--- src/rtl/seq_add_sub.sv ---
// Digit-serial adder/subtractor: WIDTH-bit operands are summed DIGIT bits per
// clock, LSB digit first, through a registered ripple carry.
module seq_add_sub #(
    parameter int WIDTH = 8,
    parameter int DIGIT = 1
) (
    input  logic             clk,
    input  logic             rst_n,
    input  logic             in_valid,
    output logic             in_ready,
    input  logic [WIDTH-1:0] a,
    input  logic [WIDTH-1:0] b,
    input  logic             sub,
    output logic             out_valid,
    input  logic             out_ready,
    output logic [WIDTH-1:0] result,
    output logic             carry,
    output logic             overflow,
    output logic             busy
);
    localparam int N  = WIDTH / DIGIT;
    localparam int CW = $clog2(N + 1);

    generate
        if (WIDTH < 1 || DIGIT < 1 || DIGIT > WIDTH || (WIDTH % DIGIT) != 0) begin : g_bad_params
            $error("seq_add_sub: illegal WIDTH/DIGIT combination");
        end
    endgenerate

    typedef enum logic [1:0] {IDLE, CALC, DONE} state_t;

    state_t           state;
    logic [WIDTH-1:0] sa, sb, rs, rs_nxt;
    logic             cr, op_sub;
    logic [CW-1:0]    cnt;
    logic [DIGIT:0]   dsum;
    logic             cm;

    always_comb begin
        dsum   = {1'b0, sa[DIGIT-1:0]} + {1'b0, sb[DIGIT-1:0]} + {{DIGIT{1'b0}}, cr};
        // carry into the digit's top bit, recovered from its sum and operands
        cm     = dsum[DIGIT-1] ^ sa[DIGIT-1] ^ sb[DIGIT-1];
        rs_nxt = (rs >> DIGIT) | (WIDTH'(dsum[DIGIT-1:0]) << (WIDTH - DIGIT));
    end

    always_ff @(posedge clk or negedge rst_n) begin
        if (!rst_n) begin
            state    <= IDLE;
            sa       <= '0;
            sb       <= '0;
            rs       <= '0;
            cr       <= 1'b0;
            op_sub   <= 1'b0;
            cnt      <= '0;
            result   <= '0;
            carry    <= 1'b0;
            overflow <= 1'b0;
        end else begin
            case (state)
                IDLE: begin
                    if (in_valid) begin
                        sa     <= a;
                        sb     <= sub ? ~b : b;
                        cr     <= sub;
                        op_sub <= sub;
                        cnt    <= '0;
                        state  <= CALC;
                    end
                end
                CALC: begin
                    sa  <= sa >> DIGIT;
                    sb  <= sb >> DIGIT;
                    rs  <= rs_nxt;
                    cr  <= dsum[DIGIT];
                    cnt <= cnt + CW'(1);
                    if (cnt == CW'(N - 1)) begin
                        state    <= DONE;
                        result   <= rs_nxt;
                        carry    <= op_sub ? ~dsum[DIGIT] : dsum[DIGIT];
                        overflow <= cm ^ dsum[DIGIT];
                    end
                end
                DONE: begin
                    if (out_ready)
                        state <= IDLE;
                end
                default: state <= IDLE;
            endcase
        end
    end

    assign in_ready  = (state == IDLE);
    assign out_valid = (state == DONE);
    assign busy      = (state != IDLE);

endmodule

--- config.mk ---
export PLATFORM = sky130hd
export DESIGN_NAME = seq_add_sub
export DESIGN_NICKNAME = d
export VERILOG_FILES = /design/src/rtl/seq_add_sub.sv
export SDC_FILE = /design/constraint.sdc
export NUM_CORES = 1
export LEC_CHECK = 0
export ABC_AREA = 1
export ABC_CLOCK_PERIOD_IN_PS = 1600
export BUFFER_PORTS_ARGS = -buffer_cell sky130_fd_sc_hd__buf_2
export CAP_MARGIN = 10
export CORE_UTILIZATION = 50
export CTS_CLUSTER_DIAMETER = 40
export DETAILED_ROUTE_END_ITERATION = 8
export GPL_ROUTABILITY_DRIVEN = 0
export PLACE_DENSITY = 0.87
export SKIP_CTS_REPAIR_TIMING = 1
export SYNTH_ARGS = -nofsm -noshare
export SYNTH_HDL_FRONTEND = slang
export SYNTH_SLANG_ARGS = --single-unit
--- constraint.sdc ---
create_clock -name clk -period 1.6 [get_ports clk]
set_clock_uncertainty 0.1 [all_clocks]
set_input_delay 0.16 -clock clk [delete_from_list [all_inputs] [get_ports clk]]
set_output_delay 0.16 -clock clk [all_outputs]
set_load 0.05 [all_outputs]
# ---- Yosys cells after proc, flatten, opt, wreduce, memory -nomap -nowiden
# Index checks and enable logic that the tools add are counted.
# Widths: inputs -> output; s select.
dict set report word_totals {
  out_inout_bits 13
  register_bits 42
  word_cells 46
  inputBits 21
}
dict set report classes {
  n_addsub 3
  bitwise 6
  n_mux 14
  n_reduce_logical 7
  n_eq_ne 6
}
# op n
set ops {}
lappend ops {{$pmux 8 s2} 2}
lappend ops {{$mux 8} 3}
lappend ops {{$not 8->8} 1}
lappend ops {{$or 7x8->8} 1}
lappend ops {{$pmux 4 s2} 1}
lappend ops {{$mux 2} 3}
lappend ops {{$pmux 2 s3} 1}
lappend ops {{$reduce_and 2->1} 3}
lappend ops {{$add 4x1->4 const B} 1}
lappend ops {{$eq 4x3->1 const B} 1}
lappend ops {{$mux 4} 1}
lappend ops {{$ne 2x2->1 const B} 2}
lappend ops {{$reduce_bool 2->1} 2}
lappend ops {{$reduce_and 3->1} 1}
lappend ops {{$xor 1x1->1} 3}
lappend ops {{$add 1x1->2} 1}
lappend ops {{$add 2x1->2} 1}
lappend ops {{$eq 2x1->1 const B} 1}
lappend ops {{$eq 2x2->1 const B} 1}
lappend ops {{$logic_not 2->1} 1}
lappend ops {{$mux 1} 2}
lappend ops {{$ne 2x1->1 const B} 1}
lappend ops {{$pmux 1 s2} 1}
lappend ops {{$not 1->1} 1}

# ---- Depth between registers and ports, before layout
dict set report depth {
  ltp_word 5
  mapped_depth 7
}

# ---- Least setup slack after synthesis
# OpenSTA, ideal clock, no wires.
dict set report synth_path {
  path_type {reg2reg}
  start {register state[1]}
  end {register cr}
  stages_incl_launch_ff 6
  path_slack_ns -0.294
  arrival_time_ns 1.707
  path_buffers 0
  required_time_ns 1.413
  path_cell_list {dfrtp_1 -> nor2_1 -> nand2_1 -> inv_2 -> nand2_1 -> o211ai_1}
}
dict set report synth_via {
  elab_chain_len 3
  word_cells_on_any_way 6
  classes_between {eq/ne (2); mux (1); reduce/logical (3)}
}
# element line
set synth_rtl {}
lappend synth_rtl {{start: declaration} 32} ;# state_t state;
lappend synth_rtl {{start signal: assignment} 48} ;# state <= IDLE;
lappend synth_rtl {{start signal: assignment} 67} ;# state <= CALC;
lappend synth_rtl {{start signal: assignment} 77} ;# state <= DONE;
lappend synth_rtl {{$logic_not 2->1 *} -}
lappend synth_rtl {{named net in_ready} 10} ;# output logic in_ready,
lappend synth_rtl {{$ne 2x2->1 (no source line) or $reduce_bool 2->1 (tied branches)} -}
lappend synth_rtl {{$reduce_and 2->1 (no source line)} -}
lappend synth_rtl {{end signal: assignment} 64} ;# cr <= sub;
lappend synth_rtl {{end signal: assignment} 74} ;# cr <= dsum[DIGIT];
lappend synth_rtl {{end: declaration} 34} ;# logic cr, op_sub;
# The timed path passes the listed nets; every way through them passes the cells marked *.
# A chain may end at the register's enable or synchronous reset.

# ---- Final worst setup path
dict set report layout_path {
  start {register state[0]}
  end {output out_valid}
}
dict set report layout_via {
  elab_chain_len 1
}
# element line
set layout_rtl {}
lappend layout_rtl {{$eq 2x2->1} 93} ;# assign out_valid = (state == DONE);
lappend layout_rtl {{end: declaration} 14} ;# output logic out_valid,
# No other way between the ends.

==> results.yml <==
floorplanning:
  fp.dieArea_mm2: 0.00417
  die_y_um: 64.6
  initial_utilization: 0.527
  fp-row-count: 22
  core_region_area_mm2: 0.00372
  floorplan_die_width_um: 64.6
  io-pin-count: 34
worst_setup_path:
  path_class: "register to primary output"
  cpPeakStageDelay_ns: 0.45
  worstSetupEndpointType: "primary output"
  cpMaxStageDelayCell: "dfrtp_1"
  crit_path_required_time_ns: 1.34
  timing.critical_path.arrival_ns: 1.28
  cp_cell_sequence: "buf_4 > nor2_1 > buf_2"
  worst_setup_path_start_kind: "register"
  timing.critical_path.fanout_max: 4
clock_tree:
  cts.sink_count: 41
  clock_tree.htree_level_count: 2
  cts_root_buf: "clkbuf_8"
  max-clock-path-buffers: 2
  clkLatencyLatePin_ns: 0.29
  cts_inserted_buffers: 5
  cts_tree: "yes"
  cts.reportedPaths.clkPinSlew_ns: 0.08
routing:
  route.vias.total: 1532
  highest-signal-layer: "met4"
  drt_initial_violations: 87
  drt-vias-per-instance: 4.74
  post-route-drc-count: 0
  detail-route-antenna-nets: 0
  drt_pass1_iterations: 4
  routed-wl-met3_um: 128
  finalWirelength_um: 3480
  avgRoutedWirePerCell_um: 10.8
  routed_metal_1_wirelength_um: 1590
  routed-wl-met2_um: 1730
place:
  port_buffers: 33
  placed_cells: 310
  dp_hpwl_um: 2400
  place_worst_setup_slack_ns: -0.00192
power:
  power.density_mw_per_mm2: 2080
  cellLeakagePower_nw: 1.25
  power_frac_clock: 0.174
  p_total_w: 0.00488
  power.internal_w: 0.00277
  max-vdd-ir-drop_mv: 0.894
  p_switching_w: 0.00211
  sw_frac_of_total: 0.433
  seq_power_share: 0.351
  power.share.combinational: 0.475
grt:
  grt.total_usage: 0.187
  grt-ovfl-total: 0
  first_pass_grt_wire_length_um: 5840
  antenna_found_initial: 0
  grt_max_degree: 42
  vias_in_the_first_global_route: 1361
logic_synthesis:
  synth_area_per_cell_um2: 8.59
  yosys-top-cells-count: "nand2_1, dfrtp_1, inv_1, o21ai_1, nand3_1"
  ys_async_sr_fraction: 1.00
  ys_dominant_reg_cell: "dfrtp_1"
  synth.area.top_cells: "dfrtp_1, nand2_1, o21ai_1"
  yosys.cell_types.count: 22
  post_synthesis_cells: 228
  synth_largest_area_cell: "dfrtp_1"
  syn-cell-area_mm2: 0.00196
  yosysWarnings: 0
  synth.ff_latch_count: 41
  syn-num-nets: 251
  yosysMostFrequentCell: "nand2_1"
  synth-edff-count: 0
  netlist.area_leader.share: 0.524
  ys_seq_area_frac: 0.524
sta:
  slew_headroom: 0.672
  holdWs_ns: -0.0263
  timing.final.crit_period_ns: 1.54
  post-route-worst-setup-slack_ns: 0.0629
  period_share: 0.961
  finalMaxSlewViolations: 0
  rsz0062_at_grt: "yes"
  max_clock_freq_mhz: 651
  tightestPinTransition_ns: 0.491
  setup_viol: 0
  hold_viol: 1
cells_and_area:
  post_route_cells_drive_above_1_share: 0.255
  area.growth.synth_to_final_pct: 20.1
  layout.cells.non_filler: 323
  final_nets: 297
  insertedDiodeCount: 0
run:
  max_cap_violations: 0
status:
  run_status: "finished, violations left"
  failed_checks: "hold timing"
hold_path:
  worst_hold_path_type: "primary input to register"
worst paths after layout:
| path | start | end | slack [ns] | cells past startpoint |
|---|---|---|---|---|
| worst max-delay path | state[0]$_DFFE_PN0P_ | out_valid | 0.06 | 3 |
| worst min-delay path | a[7] | sa[7]$_DFFE_PN0P_ | -0.03 | 3 |
| worst max register to register | cr$_DFFE_PN0P_ | overflow$_DFFE_PN0P_ | 0.07 | 7 |
| worst min register to register | result[3]$_DFFE_PN0P_ | result[3]$_DFFE_PN0P_ | 0.38 | 2 |
| max in group asynchronous | rst_n | sb[0]$_DFFE_PN0P_ | 0.71 | 3 |
| min in group asynchronous | rst_n | rs[3]$_DFFE_PN0N_ | 0.35 | 3 |
metrics by stage:
stage               cell area [µm²]   util  setup TNS, ns
floorplan                      1970      -              0
global route                   2350  0.633       -0.00444
detailed placement             2190  0.590       -0.00192
global placement               2190  0.590              0
CTS                            2310  0.621        -0.0203
finish                         2350  0.633              0
critical path, delay by kind of cell, from the launching register on:
family	cells	cell delay (ns)
AND/OR/NAND/NOR	1	0.09
buffers and inverters	2	0.44
flip-flops	1	0.45
layer usage:
| layer | vias to the layer above | track usage |
|---|---|---|
| met5 | - | 0 |
| met2 | 38 | 0.318 |
| met1 | 695 | 0.224 |
| li1 | 795 | - |
| met3 | 4 | 0.0423 |
| met4 | 0 | 0.0833 |
layout make-up:
cell class	instances	area, µm²
well taps	48	60.1
multi-input cells	160	805
clock buffers	7	86.3
fillers	339	1360
repair buffers	47	275
clock inverters	1	30.0
flip-flops and latches	41	1030
inverters	19	71.3
power by group through the flow:
stage | Clock, W | Sequential, W | Combinational [W]
after global routing | 0.000917 | 0.00176 | 0.00259
after global placement | 0 | 0.00171 | 0.00214
after floorplan | 0 | 0.00207 | 0.00141
after CTS | 0.000864 | 0.00171 | 0.00223
after detailed placement | 0 | 0.00173 | 0.00222
final | 0.000852 | 0.00171 | 0.00232
registers in the layout (all words and copies together) (netlist names):
register / cells
carry: 1
overflow: 1
state: 2
cnt: 4
sb: 8
op_sub: 1
rs: 7
result: 8
sa: 8
cr: 1
cells by family after synthesis:
group                      share of synthesized area
AOI/OAI and AO/OA                             0.0983
xor gates and xnor gates                      0.0447
adders and majority gates                     0.0166
buffers and inverters                         0.0709
DFF                                            0.524
and+or+nand+nor                                0.246
cell usage in the layout (no fill, tap or decap), types with 2 or more instances in the layout:
cell type / instances
nand2_1: 101
buf_2: 33
nand3_1: 10
dlygate4sd3_1: 2
buf_4: 12
inv_2: 5
o21ai_0: 5
o21ai_2: 7
clkbuf_8: 6
o21ai_1: 15
xor2_1: 7
xnor2_1: 3
dfrtp_1: 41
inv_1: 14
nor2_1: 3
(Power assumes the default switching activity.)
